[src/rtl/board_status_leds.sv]
// rtl/board_status_leds.sv - busy pulse-stretch, sticky error and heartbeat LED driver
// Optional feature macro: HEARTBEAT_EN (1 Hz blink on led[NUM_LEDS-2]).
module board_status_leds #(
    parameter real    CLK_FREQ     = 100_000_000.0,
    parameter integer NUM_CHANNELS = 2,
    parameter integer STRETCH_MS   = 50,
    parameter integer NUM_LEDS     = 16
) (
    input  logic                    clk,
    input  logic                    rst,
    input  logic [NUM_CHANNELS-1:0] busy_in,
    input  logic [NUM_CHANNELS-1:0] err_in,
    input  logic                    err_clr,
    output logic [NUM_LEDS-1:0]     led,
    output logic [7:0]              err_count
);
    localparam integer S  = $rtoi(CLK_FREQ * STRETCH_MS / 1000.0);
    localparam integer CW = (S > 0) ? $clog2(S + 1) : 1;

    if (S == 0) begin : g_bad_stretch
        $error("board_status_leds: stretch length rounds to zero cycles");
    end
    if (NUM_LEDS < NUM_CHANNELS + 2) begin : g_bad_leds
        $error("board_status_leds: NUM_LEDS must be at least NUM_CHANNELS+2");
    end

    logic [CW-1:0] cnt [NUM_CHANNELS];
    logic          err_flag;
    logic          err_q;
    logic          any_err;
    logic          err_rise;

    assign any_err  = |err_in;
    assign err_rise = any_err & ~err_q;

`ifdef HEARTBEAT_EN
    localparam integer H  = $rtoi(CLK_FREQ / 2.0);
    localparam integer HW = (H > 1) ? $clog2(H) : 1;

    logic [HW-1:0] hb_cnt;
    logic          hb_wrap;

    assign hb_wrap = (hb_cnt == HW'(H - 1));

    always_ff @(posedge clk) begin
        if (rst || hb_wrap) begin
            hb_cnt <= '0;
        end else begin
            hb_cnt <= hb_cnt + HW'(1);
        end
    end
`endif

    always_ff @(posedge clk) begin
        if (rst) begin
            for (int i = 0; i < NUM_CHANNELS; i++) begin
                cnt[i] <= '0;
            end
            led       <= '0;
            err_flag  <= 1'b0;
            err_q     <= 1'b0;
            err_count <= 8'd0;
        end else begin
            // Busy reloads the stretch counter, so a retrigger mid-stretch leaves no gap.
            for (int i = 0; i < NUM_CHANNELS; i++) begin
                cnt[i] <= busy_in[i] ? CW'(S) : ((cnt[i] != '0) ? cnt[i] - CW'(1) : '0);
                led[i] <= busy_in[i] | (cnt[i] != '0);
            end
            for (int j = NUM_CHANNELS; j < NUM_LEDS - 2; j++) begin
                led[j] <= 1'b0;
            end
`ifdef HEARTBEAT_EN
            led[NUM_LEDS-2] <= led[NUM_LEDS-2] ^ hb_wrap;
`else
            led[NUM_LEDS-2] <= 1'b0;
`endif
            led[NUM_LEDS-1] <= err_flag;

            err_flag <= any_err | (err_flag & ~err_clr);
            err_q    <= any_err;
            // A rising edge coincident with a clear is counted after the clear.
            if (err_clr) begin
                err_count <= {7'd0, err_rise};
            end else if (err_rise && err_count != 8'hFF) begin
                err_count <= err_count + 8'd1;
            end
        end
    end
endmodule

[config.mk]
export PLATFORM = sky130hd
export DESIGN_NAME = board_status_leds
export DESIGN_NICKNAME = d
export VERILOG_FILES = /design/src/rtl/board_status_leds.sv
export SDC_FILE = /design/constraint.sdc
export NUM_CORES = 1
export LEC_CHECK = 0
export CAP_MARGIN = 20
export CORE_AREA = 4 4 94 96
export CTS_CLUSTER_DIAMETER = 60
export CTS_CLUSTER_SIZE = 10
export DETAILED_ROUTE_END_ITERATION = 8
export DIE_AREA = 0 0 98 100
export PLACE_DENSITY = 0.62
export SYNTH_ARGS = -nofsm -noshare
export SYNTH_HDL_FRONTEND = slang
export SYNTH_SLANG_ARGS = --single-unit
[constraint.sdc]
create_clock -name clk -period 2.36 [get_ports clk]
set_input_delay 0.236 -clock clk [delete_from_list [all_inputs] [get_ports clk]]
set_output_delay 0.236 -clock clk [all_outputs]
set_load 0.1 [all_outputs]
== Word-level counts from Yosys, hierarchy flattened ==
Memory sizes are Yosys's and may differ from the RTL's.
Cells that the tools add are included.
Operators by class
  add/sub/neg operators: 3
  $mul: 0
  div/mod/pow operators: 0
  $lt $le $gt $ge: 0
  equality and inequality tests: 1
  shift operators: 0
  muxes and demuxes: 11
  bitwise gates (word level): 9
  reductions and logical operators: 6
Operator list (number)
  23-bit two-way mux: 6
  23-bit nonzero test: 2
  23-bit by 1-bit subtractor with 23-bit output, second input constant: 2
  8-bit by 1-bit adder with 8-bit output, second input constant: 1
  8-bit inequality test, second input constant: 1
  1-bit two-way mux: 5
  1-bit OR: 5
  2-bit OR reduction: 2
  1-bit AND: 2
  1-bit inverter: 2
  2-bit nonzero test: 1
  1-bit logical AND: 1
Storage, ports and cells
  bits in registers: 26
  bits in latches: 0
  memory bits (writable): 46
  ROM bits: 0
  word-level logic and storage cells: 37
  memories kept: 1
Memory list
  cnt: words 2, width 23, read ports 2, clocked after memory_dff 0, write ports 2, line 27  | logic [CW-1:0] cnt [NUM_CHANNELS];

== Depth between registers and ports, before layout ==
  word-level depth: 5
  gate-level depth with buffers: 7
  gate-level depth less buffers: 7

== Least setup slack after synthesis ==
No wires, ideal clock.
  path type: reg2reg
  start point: reg err_count[0]
  end point: reg err_count[5]
  library setup time: 0.124 ns
  arrival: 2.011 ns
  required time: 2.236 ns
  setup slack: 0.225 ns
  stages on the path, launching flop included: 7
  clock period less this slack: 2.135 ns
  cells stage by stage: dfxtp_1 -> ha_1 -> inv_1 -> o311a_1 -> nand3_1 -> xor2_1 -> nor2_1
On the way
  word-level cells in the longest chain between the ends: 2
  elaborated cells on any way between the ends: 3
Ends and longest elaborated chain
  start, declared: line 15  | output logic [7:0] err_count
  start signal, assigned: line 83  | err_count <= {7'd0, err_rise};
  start signal, assigned: line 85  | err_count <= err_count + 8'd1;
  branches (longest 2 deep; another with 8-bit by 1-bit adder with 8-bit output)
Parallel ways; which one is timed is not known.
A chain may end at the register's enable or synchronous reset.

==> metrics.yaml <==
status:
  outcome: "finished, final reports clean"
global_routing:
  antenna_found_initial: 0
  grt_pass1_wl_mm: 9.20
  grt_pass1_vias: 2058
  grt_max_degree: 16
  overflow: 0
  track_usage_pct: 11.7
logic_synthesis:
  ys.flop_type: "dfxtp_1"
  synth-adder-area-share_pct: 2.26
  synthTopCellsByArea: "dfxtp_1 43%, nor2_1 7.5%, xor2_1 6.0%"
  yosysUniqueCellTypes: 48
  synth_top_family_by_area: "simple AND/OR/NAND/NOR gates"
  ys_seq_elements: 59
  yosys.area_share.simple_pct: 28.3
  synth_edf_count: 0
  synth_compound_area_share_pct: 9.36
  yosys_warnings: 0
  synth-xor-area-share_pct: 11.1
  async_flop_share_pct: 0
  synth_mux_area_share_pct: 0
  yosysTopAreaCell: "dfxtp_1"
  synth_cells: 317
  seq_area_frac_synth_pct: 42.7
  syn_area_per_cell_um2: 8.73
  syn_area_mm2: 0.00277
  synth_top_area_share_pct: 42.7
final_layout:
  drive_above_1_share_pct: 13.6
  fill_cells: 846
  ff_latch_area_mm2: 0.00118
  area_growth_pct: 18.5
  antenna_cells: 0
  nets: 360
  multi_input_area_mm2: 0.00146
routing:
  drt_wl_total_mm: 5.46
  wl_per_cell_um: 11.9
  vias: 2204
  drtIter0Drc: 52
  drc: 0
  dr.pass1.iters: 4
  drtAntennaViolNets: 0
  avgViaCountPerCell: 4.81
placed_design:
  dp_hpwl_mm: 3.94
  place.gp.congestion: 0.785
  numPortBuffers: 17
clocking:
  cts_tree: "yes"
  clk_latency_ns: 0.34
  numCtsBuffers: 9
  ctsLongestPathBuffers: 2
  path_clk_slew_ns: 0.07
  hold_buffers: 0
  cts_root_buf: "clkbuf_8"
  cts_sinks: 59
  htree_levels: 3
  cts_setup_buffers: 0
hold_path:
  min_delay_worst_endpoint: "led[15]"
  hp-class: "flop to flop"
  min_from: "err_flag"
  whs_path_depth: 2
die:
  die_h_um: 100
  initial_core_util_pct: 34.4
  ios: 31
  core_mm2: 0.00805
  die_area_mm2: 0.00980
  fp-row-count: 33
  die_w_um: 98
setup_path:
  arrival_ns: 2.41
  timing.rr.end: "cnt[0][42]"
  cp-start-kind: "flop"
  worstRegToRegCells: 5
  cp.required_ns: 2.56
  crit_fanout: 7
  r2r_start: "cnt[0][40]"
  rrSetupSlack_ns: 0.14
  path_class: "flop to flop"
  worstSetupEndpointType: "flop"
sta:
  final.setup.tns_ns: 0
  period_minus_slack_ns: 2.22
  setup_violations: 0
  hold_viol: 0
  fin_crit_sh_pct: 93.9
  maxSlewViolCount: 0
  max-slew-margin-rel_pct: 67.0
  rsz0062_at_grt: "false"
  worstMarginPinSlew_ns: 0.490
  fmax_mhz: 451
  fin_skew_ns: 0.00851
power_and_ir_drop:
  power.density_mw_per_mm2: 838
  p_clk_share_pct: 37.8
  p_sw_share_pct: 31.7
  p_leak_nw: 1.27
  intPower_mw: 1.88
  p_comb_share_pct: 20.8
  switchingPower_uw: 869
  ir_worst_vdd_mv: 0.376
  power_mw: 2.75
  p_seq_share_pct: 41.4
run:
  max-cap-violations: 0
[power by group through the flow]
stage	clock network (mW)	logic (mW)	registers, mW
floorplan	0	0.433	1.18
global placement	0	0.567	1.16
detailed placement	0	0.570	1.16
CTS	1.08	0.572	1.14
global route	1.12	0.628	1.15
finish	1.04	0.571	1.14
[metrics by stage]
stage	setup slack (ns)	utilization, %	instance area (µm²)	hold WS (ns)	instances
2_1_floorplan	0.225	-	2810	0.330	329
3_5_place_dp	0.157	37.9	3050	0.424	442
5_1_grt	0.0340	40.7	3280	0.448	458
6_report	0.144	40.7	3280	0.431	458
4_1_cts	0.132	40.7	3270	0.432	458
3_3_place_gp	0.183	37.9	3050	0.423	442
[synth_stat cells, types with 4 or more instances]
cell	count
nor2_1	55
clkbuf_1	4
o21ai_0	8
dfxtp_1	59
xnor2_1	16
nand4_1	9
ha_1	5
nor3_1	9
nand3_1	7
a21oi_1	17
nor4_1	10
inv_1	10
xor2_1	19
nand2_1	19
or3_1	8
buf_4	15
[kinds of logic (layout without fill, tap and decap cells)]
| kind of cell | count (synthesis) | after routing |
|---|---|---|
| buffers and inverters | 30 | 54 |
| other | 1 | 13 |
| adders and majority gates | 5 | 5 |
| xor gates and xnor gates | 35 | 35 |
| and+or+nand+nor | 145 | 145 |
| AOI/OAI and AO/OA | 42 | 42 |
| DFF | 59 | 59 |
[critical path, stage by stage (launching register included)]
cell and delay [ns]:
dfxtp_1 0.32, or4_1 0.66, nor4b_4 0.34, nand4_1 0.32, o21a_1 0.30, a21boi_0 0.13
[placed cells by master (no fill, tap or decap), types with 10 or more instances in the layout]
master / n
dfxtp_1: 59
nor2_1: 55
buf_4: 21
nand2_1: 19
xor2_1: 19
a21oi_1: 17
xnor2_1: 16
conb_1: 13
inv_1: 10
nor4_1: 10
[area by class of cell]
class	count	area share [%]
Multi-Input combinational cell	240	44.7
Timing Repair Buffer	28	7.25
Sequential cell	59	36.0
Inverter	10	1.15
Clock buffer	9	3.78
Tap cell	105	4.01
Clock inverter	7	3.09
[routing by layer]
layer  vias up  share of wire [%]  GRT usage [%]
met5         -                  0              0
met4         0               0.88           3.73
met3         4                4.6           4.66
met2        39                 47           19.8
met1      1015                 48           13.5
li1       1146                  -              -
[state kept, by name, summed over array words and instances, names as in the netlist]
name       flops
cnt           46
err_count      8
led            3
err_flag       1
err_q          1
[what timing repair did]
item	in CTS	in global routing
resized for setup	0	1
endpoints found under the setup margin	0	3
hold endpoints to repair	0	0
[worst max path at each step]
stage                      start            to  slack [ns]
global placement      cnt[0][40]    cnt[0][42]        0.18
finish                cnt[0][40]    cnt[0][42]        0.14
floorplan           err_count[0]  err_count[5]        0.22
global route          cnt[0][40]    cnt[0][42]        0.03
CTS                   cnt[0][39]    cnt[0][42]        0.13
detailed placement    cnt[0][40]    cnt[0][42]        0.16
Note: power is estimated with default switching activity, not from simulation.
